<file path="config.mk">
export PLATFORM = sky130hd
export DESIGN_NAME = mem_arbiter
export DESIGN_NICKNAME = d
export VERILOG_FILES = /design/src/rtl/mem_arb_pkg.sv /design/src/rtl/rr_arb2.sv /design/src/rtl/mem_arbiter.sv
export SDC_FILE = /design/constraint.sdc
export NUM_CORES = 1
export LEC_CHECK = 0
export CORE_UTILIZATION = 43
export CTS_CLUSTER_SIZE = 12
export DETAILED_ROUTE_END_ITERATION = 8
export HOLD_SLACK_MARGIN = 0.15
export PLACE_DENSITY = 0.86
export SYNTH_ARGS = -nofsm -noshare
export SYNTH_HDL_FRONTEND = slang
export SYNTH_HIERARCHICAL = 1
export SYNTH_SLANG_ARGS = --single-unit
</file>
<file path="constraint.sdc">
create_clock -name clock -period 4.6 [get_ports clock]
set_clock_uncertainty 0.15 [all_clocks]
set_input_delay 0.46 -clock clock [delete_from_list [all_inputs] [get_ports clock]]
set_output_delay 0.46 -clock clock [all_outputs]
set_load 0.05 [all_outputs]
</file>
<file path="src/rtl/mem_arb_pkg.sv">
// Shared types and width defaults for the two-port memory arbiter.
package mem_arb_pkg;

  localparam int MEM_ADDR_W = 8;
  localparam int MEM_DATA_W = 8;

  typedef enum logic [1:0] {IDLE, ISSUE, CAPTURE, RESP} state_t;

  typedef struct packed {
    logic                  write;
    logic [MEM_ADDR_W-1:0] addr;
    logic [MEM_DATA_W-1:0] wdata;
    logic                  id;
  } cmd_t;

endpackage

</file>
<file path="src/rtl/rr_arb2.sv">
// Two-way round-robin picker; on a tie the requester that did not win last goes first.
module rr_arb2 (
  input  logic       clock,
  input  logic       reset,
  input  logic [1:0] req,
  input  logic       accept,
  output logic [1:0] gnt
);

  logic r_last;

  always_comb begin
    gnt = 2'b00;
    case (req)
      2'b01:   gnt = 2'b01;
      2'b10:   gnt = 2'b10;
      2'b11:   gnt = r_last ? 2'b01 : 2'b10;
      default: gnt = 2'b00;
    endcase
  end

  // r_last resets to 1 so requester 0 takes the first tie
  always_ff @(posedge clock or posedge reset) begin
    if (reset)       r_last <= 1'b1;
    else if (accept) r_last <= gnt[1];
  end

endmodule

</file>
<file path="src/rtl/mem_arbiter.sv">
// Round-robin arbiter and access sequencer in front of a 256x8 synchronous single-port memory.
module mem_arbiter
  import mem_arb_pkg::*;
#(
  parameter int ADDR_W = MEM_ADDR_W,
  parameter int DATA_W = MEM_DATA_W
) (
  input  logic              clock,
  input  logic              reset,
  input  logic              req0_valid,
  input  logic              req0_write,
  input  logic [ADDR_W-1:0] req0_addr,
  input  logic [DATA_W-1:0] req0_wdata,
  output logic              req0_ready,
  input  logic              req1_valid,
  input  logic              req1_write,
  input  logic [ADDR_W-1:0] req1_addr,
  input  logic [DATA_W-1:0] req1_wdata,
  output logic              req1_ready,
  output logic              rsp0_valid,
  output logic [DATA_W-1:0] rsp0_rdata,
  output logic              rsp1_valid,
  output logic [DATA_W-1:0] rsp1_rdata,
  output logic [ADDR_W-1:0] mem_address,
  output logic [DATA_W-1:0] mem_data_in,
  output logic              mem_write,
  output logic              mem_enable,
  input  logic [DATA_W-1:0] mem_data_out
);

  state_t            r_state;
  state_t            w_next;
  cmd_t              r_cmd;
  cmd_t              w_cmd_in;
  logic [DATA_W-1:0] r_rdata;
  logic [DATA_W-1:0] w_rsp_data;
  logic [1:0]        w_req;
  logic [1:0]        w_gnt;
  logic              w_idle;
  logic              w_accept;

  assign w_idle   = (r_state == IDLE);
  assign w_req    = {req1_valid, req0_valid} & {2{w_idle}};
  assign w_accept = w_idle && (w_gnt != 2'b00);

  // ready is masked by reset so every output reads 0 while reset is held
  assign req0_ready = w_gnt[0] & w_idle & ~reset;
  assign req1_ready = w_gnt[1] & w_idle & ~reset;

  rr_arb2 u_rr (
    .clock  (clock),
    .reset  (reset),
    .req    (w_req),
    .accept (w_accept),
    .gnt    (w_gnt)
  );

  always_comb begin
    w_cmd_in.write = w_gnt[1] ? req1_write : req0_write;
    w_cmd_in.addr  = w_gnt[1] ? req1_addr  : req0_addr;
    w_cmd_in.wdata = w_gnt[1] ? req1_wdata : req0_wdata;
    w_cmd_in.id    = w_gnt[1];
  end

  always_ff @(posedge clock or posedge reset) begin
    if (reset) begin
      r_state <= IDLE;
      r_cmd   <= '0;
      r_rdata <= '0;
    end else begin
      r_state <= w_next;
      if (w_accept)            r_cmd   <= w_cmd_in;
      if (r_state == CAPTURE)  r_rdata <= mem_data_out;
    end
  end

  assign w_rsp_data = r_cmd.write ? '0 : r_rdata;

  always_comb begin
    w_next      = r_state;
    mem_enable  = 1'b0;
    mem_write   = 1'b0;
    mem_address = '0;
    mem_data_in = '0;
    rsp0_valid  = 1'b0;
    rsp0_rdata  = '0;
    rsp1_valid  = 1'b0;
    rsp1_rdata  = '0;
    case (r_state)
      IDLE: begin
        if (w_accept) w_next = ISSUE;
      end
      ISSUE: begin
        mem_enable  = 1'b1;
        mem_write   = r_cmd.write;
        mem_address = r_cmd.addr;
        mem_data_in = r_cmd.wdata;
        w_next      = r_cmd.write ? RESP : CAPTURE;
      end
      CAPTURE: begin
        // Re-issue the read so data_out holds while it is registered at exit
        mem_enable  = 1'b1;
        mem_address = r_cmd.addr;
        w_next      = RESP;
      end
      RESP: begin
        if (r_cmd.id) begin
          rsp1_valid = 1'b1;
          rsp1_rdata = w_rsp_data;
        end else begin
          rsp0_valid = 1'b1;
          rsp0_rdata = w_rsp_data;
        end
        w_next = IDLE;
      end
      default: w_next = IDLE;
    endcase
  end

endmodule

</file>
==> flow_summary.ini, run 1 <==
[clocking]
post_cts_resized = 0
htree_levels = 2
clk_pin_slew_worst_paths_ns = 0.06
cts.sinks = 29
numCtsBuffers = 5
cts_tree = done
post_cts_buffers = 0
cts.path.max_buffers = 2
clock_latency_ns = 0.28
clock-root-buffer = clkbuf_8
holdBufCountCts = 0

[detailed_routing]
dr.max_layer_used = met4
dr.first_iter.drc_count = 22
avgRoutedWirePerCell_um = 12.3
dr.pass1.iters = 4
route.met2.wl_um = 1810
via_per_inst = 4.73
wl_met1_um = 1410
num_vias = 1377
route.met3.wl_um = 286
ant_nets = 0
drc_errors = 0
drt-total-wl_um = 3590

[floorplanning]
die_w_um = 63.4
die_y_um = 63.4
core-area_um2 = 3470
initial_core_util_pct = 46.7
rows = 21
design.die.area_um2 = 4020
io_pins = 84

[power_and_ir_drop]
clockPowerShare_pct = 11.5
internal-power_uw = 908
p_leak_uw = 0.00110
peakVddDrop_v = 0.000390
p_sw_uw = 811
swShare_pct = 47.2
seq_power_share_pct = 26.6
p_comb_share_pct = 61.9
power.density_nw_per_um2 = 669

[finish]
area_growth_pct = 58.7
final_cell_mix = clkdlybuf4s50_1, and2_1, dfrtp_1
drive_gt1_share_pct = 9.39
num_antenna_cells = 0
nNetsFinal = 295
layout_commonest_cell = clkdlybuf4s50_1

[placement]
dp_hpwl_um = 2810
place.gp.congestion = 0.665
port_buffers = 83

[sta]
setup_viol = 0
slew_violations = 0
holdWs_ns = 0.324
rsz0062_at_grt = false
min_period_over_period_pct = 75.8
worstMarginPinSlew_ns = 0.540
hold_viol = 0
period_needed_ns = 3.49
fmax_ghz = 0.287
slew_headroom_pct = 63.7
setup_tns_ns = 0

[synthesis]
syn-cell-area_um2 = 1620
synth_top_family_by_area = simple AND/OR/NAND/NOR gates
synthAdderAreaFrac_pct = 3.86
syn_inst = 157
synth-xor-area-share_pct = 0
synth-simple-area-share_pct = 21.2
ys_seq_area_share_pct = 44.9
avgSynthCellArea_um2 = 10.3
synth_compound_area_share_pct = 8.42
synth_seq_cells = 29
synthesis.nets = 208
synth.distinct_cells = 23
synth_mux_area_share_pct = 17.7
yosys_warnings = 6

[global_route]
grt_antenna_before_repair = 0
grt_pass1_wl_um = 6270
grt_max_degree = 36
grt_use_total_pct = 20.4
grt_overflow = 0
grt_pass1_vias = 1418

[worst_setup_path]
worstPathArrival_ns = 2.88
critPathCaptureType = output pin
critical_path_class = reg2out
path_max_fanout = 22
cp-start-kind = flip-flop
cp.required_ns = 3.99

[run_status]
outcome = completed

[hold_path]
hp-class = reg2reg

[run]
drv_cap = 0
## worst paths after layout
kind	from	to	slack [ns]	cells after the start
max in group asynchronous	reset	r_rdata[2]	3.28	3
max reg2reg	r_state[0]	u_rr/r_last	2.05	9
max	r_state[0]	req1_ready	1.11	7
min reg2reg	r_cmd[8]	r_cmd[8]	0.32	2
min in group asynchronous	reset	u_rr/r_last	0.35	2
min	r_cmd[8]	r_cmd[8]	0.32	2
## worst max-delay path: stages, from the launching register on
cell and delay [ns]:
dfrtp_1 0.43, inv_1 0.12, ha_1 0.30, and2_1 0.21, a21boi_2 0.19, buf_4 0.35, and3_1 0.21, clkdlybuf4s50_1 0.80
## metrics by stage
stage	utilization (%)	worst slack [ns]	std cells	power, µW	cell area [µm²]
floorplan	-	1.97	157	1210	1620
global placement	71.8	1.45	283	1510	2490
detailed placement	71.8	1.41	283	1530	2490
CTS	74.1	1.11	291	1730	2570
global route	74.1	0.940	291	1830	2570
finish	74.1	1.11	291	1720	2570
## power by group through the flow
stage	logic [µW]	registers (µW)	clock network (µW)
finish	1060	458	197
global route	1140	477	213
CTS	1070	459	201
detailed placement	1070	462	0
global placement	1050	454	0
floorplan	769	439	0
## area by class of cell
type	count	area [µm²]
clock buffers	6	72.6
multi-input cells	116	828
flip-flops and latches	29	727
well taps	46	57.6
fillers	282	897
inverters	6	22.5
repair buffers	86	853
clock inverters	2	10.0
## metal layers
layer | GRT usage [%] | up-vias
li1 | - | 696
met1 | 21.5 | 602
met2 | 36.6 | 68
met3 | 7.43 | 11
met4 | 7.95 | 0
met5 | 0 | -
## sequential cells by signal (all words and copies together) (netlist names)
signal       cells
r_state          2
u_rr/r_last      1
r_cmd           18
r_rdata          8
## kinds of logic after synthesis
logic type      Yosys count
mux                      27
flops                    29
simple gates             61
buf+inv                  12
compound gates           23
fa+ha+maj                 5
## cells in the mapped netlist (all sizes together)
| cell type | count | area (µm²) |
|---|---|---|
| and2 | 36 | 225 |
| nor3b | 1 | 12.5 |
| o31ai | 2 | 15.0 |
| dfstp | 1 | 26.3 |
| nor2 | 1 | 3.75 |
| a22o | 1 | 8.76 |
| inv | 6 | 22.5 |
| dfrtp | 28 | 701 |
| a21boi | 2 | 18.8 |
| nand2 | 18 | 67.6 |
| nor2b | 1 | 6.26 |
| and2b | 2 | 15.0 |
| buf | 6 | 42.5 |
| and3 | 2 | 12.5 |
| mux2 | 10 | 116 |
| o21ai | 18 | 93.8 |
| mux2i | 17 | 170 |
| ha | 5 | 62.6 |
No activity file was read; power rests on OpenSTA's default activity.
==> run 2, diff against run 1 <==
Settings changed: CORE_UTILIZATION 43 to 40, PLACE_DENSITY 0.86 to 0.81.
Clock period 4.6 ns to 3.5 ns, I/O delays scaled along.
==> run 2 against run 1 <==
Net effect: hold slack worse by 0.078 ns; flip-flop and latch count unchanged; register-to-register slack got worse by 0.91 ns; total power rose by 32%; via count down 0.29%; clock-buffer cell count unchanged; non-clock buffer count up 1; first-iteration DRC count fell by 4.5%; critical path type unchanged; largest cell class unchanged; highest routed layer unchanged.
==> flow_summary.ini, run 2 (synthesis results as in run 1) <==
[clocking]
numCtsBuffers = 5
cts.sinks = 29
post_cts_buffers = 0
post_cts_resized = 0
clock-root-buffer = clkbuf_8
clock_latency_ns = 0.28
clk_pin_slew_worst_paths_ns = 0.06
cts_tree = done
htree_levels = 2
cts.path.max_buffers = 2
holdBufCountCts = 0

[power_and_ir_drop]
peakVddDrop_v = 0.000447
p_leak_uw = 0.00111
power.density_nw_per_um2 = 876

[worst_setup_path]
cp.required_ns = 3.00
worstPathArrival_ns = 2.28
critPathCaptureType = output pin
worstRegToRegCells = 8
rrSetupSlack_ns = 1.14
timing.rr.start = r_state[0]
r2r_end = r_cmd[15]
cp-start-kind = flip-flop
path_max_fanout = 8
critical_path_class = reg2out

[floorplanning]
die_y_um = 65.6
core-area_um2 = 3770
die_w_um = 65.6
io_pins = 84
initial_core_util_pct = 43.0
rows = 22
design.die.area_um2 = 4310

[hold_path]
hp-class = in2async

[finish]
top_regs = r_cmd (18), r_rdata (8), r_state (2)
final_cell_mix = clkdlybuf4s50_1, and2_1, dfrtp_1
multi_input_area_um2 = 828
fill_cells = 309
seqCellArea_um2 = 727
layout_commonest_cell = clkdlybuf4s50_1
area_growth_pct = 59.8
drive_gt1_share_pct = 10.6
stdcell_count = 294
nNetsFinal = 296
largest_reg_flops = 18
largest-register = r_cmd
num_antenna_cells = 0

[detailed_routing]
dr.first_iter.drc_count = 21
drc_errors = 0
via_per_inst = 4.67
drt-total-wl_um = 3540
num_vias = 1373
dr.pass1.iters = 4
ant_nets = 0
avgRoutedWirePerCell_um = 12.0

[placement]
dp_hpwl_um = 2740
post-place-cells = 286
port_buffers = 83
place.gp.congestion = 0.673

[global_route]
grt_overflow = 0
grt_antenna_before_repair = 0
grt_use_total_pct = 18.5
grt_pass1_wl_um = 5950
grt_max_degree = 35
grt_pass1_vias = 1339

[sta]
fmax_ghz = 0.360
slew_headroom_pct = 62.3
min_period_over_period_pct = 79.5
hold_viol = 0
setup_tns_ns = 0
slew_violations = 0
worstMarginPinSlew_ns = 0.561
period_needed_ns = 2.78
setup_viol = 0
rsz0062_at_grt = false

[run_status]
outcome = completed

[run]
drv_cap = 0
## run 2: cell count changes in the layout (fill, tap and decap cells not counted), sizes merged
cell           previous run  this run
buf                       3         6
clkdlybuf4s50            83        81
## run 2: layout make-up
type / instances / area share (%)
Tap cell: 48 / 2.32
Clock buffer: 6 / 2.80
Multi-Input combinational cell: 116 / 32.0
Inverter: 6 / 0.870
Sequential cell: 29 / 28.1
Timing Repair Buffer: 87 / 33.5
Clock inverter: 2 / 0.387
## run 2: how the worst max path moves through the flow
| stage | startpoint | end | slack [ns] | cells past startpoint |
|---|---|---|---|---|
| floorplan | r_state[0] | rsp0_rdata[0] | 0.98 | 4 |
| global placement | r_state[0] | mem_address[1] | 1.07 | 4 |
| detailed placement | r_state[1] | rsp0_rdata[7] | 1.03 | 5 |
| CTS | r_state[1] | rsp0_rdata[7] | 0.72 | 5 |
| global route | r_state[0] | req0_ready | 0.58 | 6 |
| finish | r_state[0] | req0_ready | 0.72 | 6 |
## run 2: power breakdown
group	leakage (µW)	total [µW]	switching, µW	internal, µW
clock	0.0000450	259	122	137
sequential	0.000352	599	92.6	506
combinational	0.000718	1410	852	556
## run 2: metrics by stage
step | util (%) | setup WS (ns) | cell area [µm²] | total power (µW) | hold slack, ns
5_1_grt | 68.6 | 0.575 | 2590 | 2420 | 0.265
3_5_place_dp | 66.5 | 1.03 | 2510 | 2020 | 0.319
2_1_floorplan | - | 0.982 | 1620 | 1590 | 0.0897
6_report | 68.6 | 0.718 | 2590 | 2270 | 0.246
4_1_cts | 68.6 | 0.723 | 2590 | 2290 | 0.246
3_3_place_gp | 66.5 | 1.07 | 2510 | 1990 | 0.309
## run 2: worst max-delay path, stage by stage, from the launching register on
cell      delay, ns
dfrtp_1        0.42
inv_1          0.13
ha_1           0.31
and2_1         0.20
a21boi_0       0.49
and3_1         0.25
buf_4          0.20
## run 2: layer usage
metal / routed length [µm] / part of all wire (%) / global-route usage (%) / vias to the layer above
met1: 1460 / 41 / 20.5 / 611
met4: 53 / 1.5 / 7.07 / 0
li1: - / - / - / 698
met5: 0 / 0 / 0 / -
met2: 1750 / 49 / 31.4 / 58
met3: 283 / 8.0 / 7.12 / 6
==> run 3, diff against run 2 <==
Clock period 3.5 ns to 2.6 ns, I/O delays scaled along.
==> run 3 against run 2 <==
Net effect: sequential share of layout area barely moved; flip-flop and latch count did not move; clock-buffer cell count did not move; worst setup slack got worse by 0.61 ns; first-iteration DRC count fell by 9.5%; final cell count rose by 1.0%; die area did not move; critical path depth fell by 2; total power rose by 34%; global-route usage rose by 0.54 points; critical endpoint is now mem_data_in[5]; highest routed layer unchanged.
==> flow_summary.ini, run 3 (synthesis results as in run 1) <==
[sta]
setup_viol = 0
period_needed_ns = 2.49
hold_viol = 0
worstMarginPinSlew_ns = 0.525
fmax_ghz = 0.402
holdWs_ns = 0.322
slew_headroom_pct = 64.9
rsz0062_at_grt = true
slew_violations = 0
min_period_over_period_pct = 95.7

[worst_setup_path]
cp-start-kind = flip-flop
critPathCaptureType = output pin
cp.required_ns = 2.19
cp_cell_sequence = inv_1, ha_1, and2_1, clkdlybuf4s50_1
path_max_fanout = 9
timing.rr.start = r_state[0]
crit_family = buffers and inverters
crit_buf_inv = 2
cp_slowest_cell = clkdlybuf4s50_1
cpPeakStageDelay_ns = 0.81
critical_path_class = reg2out
cp-startpoint = r_state[1]
worstPathArrival_ns = 2.08

[power_and_ir_drop]
clockPowerShare_pct = 11.4
peakVddDrop_v = 0.000770
seq_power_share_pct = 26.5
power.density_nw_per_um2 = 1170
p_leak_uw = 0.00127
p_sw_uw = 1430
internal-power_uw = 1600
p_comb_share_pct = 62.1
swShare_pct = 47.2

[detailed_routing]
dr.first_iter.drc_count = 19
num_vias = 1360
dr.pass1.iters = 2
ant_nets = 0
drt-total-wl_um = 3540
dr.max_layer_used = met4
route.met3.wl_um = 267
via_per_inst = 4.58
wl_met1_um = 1490
avgRoutedWirePerCell_um = 11.9
route.met2.wl_um = 1740
drc_errors = 0

[finish]
largest_reg_flops = 18
num_antenna_cells = 0
nNetsFinal = 299
stdcell_count = 297
fill_cells = 306
layout_commonest_cell = clkdlybuf4s50_1
final_cell_mix = clkdlybuf4s50_1, and2_1, buf_4
design_area_um2 = 2590
area_growth_pct = 59.6
drive_gt1_share_pct = 21.3
top_regs = r_cmd (18), r_rdata (8), r_state (2)
largest-register = r_cmd

[floorplanning]
io_pins = 84
rows = 22
die_w_um = 65.6
design.die.area_um2 = 4310
core-area_um2 = 3770
die_y_um = 65.6
initial_core_util_pct = 43.0

[clocking]
clk_pin_slew_worst_paths_ns = 0.06
clock_latency_ns = 0.27
numCtsBuffers = 5
clock-root-buffer = clkbuf_8
cts.sinks = 29
cts.path.max_buffers = 2
htree_levels = 2
post_cts_buffers = 0
cts_tree = done

[placement]
place.gp.congestion = 0.711
placed_area_um2 = 2480
post-place-cells = 288
dp_hpwl_um = 2820
port_buffers = 83

[global_route]
grt_pass1_vias = 1429
grt_max_degree = 25
grt_overflow = 0
grt_pass1_wl_um = 6180
grt_antenna_before_repair = 0
grt_use_total_pct = 19.0

[run_status]
outcome = completed

[run]
drv_cap = 0

[hold_path]
hp-class = reg2reg
hold_path.startpoint = r_cmd[14]
run 3: cell types whose count changed in the layout (fill, tap and decap cells not counted), sizes merged:
cell           delta
dlygate4sd3       +1
clkdlybuf4s50    -29
dlymetal6s2s      +5
dlygate4sd2       +1
buf              +25
run 3: layer usage:
metal | vias to the layer above | GRT usage (%)
met5 | - | 0
met4 | 0 | 7.34
met3 | 6 | 6.25
met2 | 55 | 33.2
met1 | 595 | 21.1
li1 | 704 | -
run 3: timing repair:
| action | 4_1_cts | 5_1_grt |
|---|---|---|
| cloned | 0 | 0 |
| resized for setup | 2 | 7 |
| pin swaps | 0 | 0 |
| hold buffers | 1 | 0 |
| hold endpoints to repair | 4 | 0 |
| setup endpoints to repair | 2 | 6 |
run 3: worst min-delay path: cells and delay by family (launching register included):
kind	cells	cell delay (ns)
AO/OA/AOI/OAI	1	0.06
flip-flops	1	0.33
AND/OR/NAND/NOR	1	0.04
run 3: area by class of cell:
type,instances,area (µm²),area share (%)
Timing Repair Buffer,90,860,33.2
Multi-Input combinational cell,116,835,32.3
Sequential cell,29,727,28.1
Clock buffer,6,72.6,2.81
Tap cell,48,60.1,2.32
Inverter,6,22.5,0.871
Clock inverter,2,10.0,0.387
run 3: per-stage QoR:
stage	utilization [%]	TNS [ns]	setup slack (ns)	power, µW
after floorplan	-	0	0.172	2140
after global placement	65.7	0	0.347	2670
after detailed placement	65.7	0	0.279	2710
after CTS	68.1	0	0.0173	3060
after global routing	68.6	-0.00272	-0.00225	3260
final	68.6	0	0.112	3040
run 3: path summary, 6_finish.rpt:
kind                       slack [ns]        endpoint  cells after the start
max in group asynchronous        1.09      r_rdata[3]                      4
min reg2reg                      0.32       r_cmd[14]                      2
max reg2reg                      0.44        r_cmd[1]                      7
min in group asynchronous        0.64        r_cmd[0]                      3
max                              0.11  mem_data_in[5]                      4
min                              0.32       r_cmd[14]                      2
run 3: power by group through the flow:
| stage | combinational, µW | clock [µW] | sequential [µW] |
|---|---|---|---|
| after floorplan | 1360 | 0 | 777 |
| after global placement | 1870 | 0 | 802 |
| after detailed placement | 1900 | 0 | 816 |
| after CTS | 1900 | 357 | 807 |
| after global routing | 2040 | 378 | 845 |
| final | 1890 | 346 | 805 |
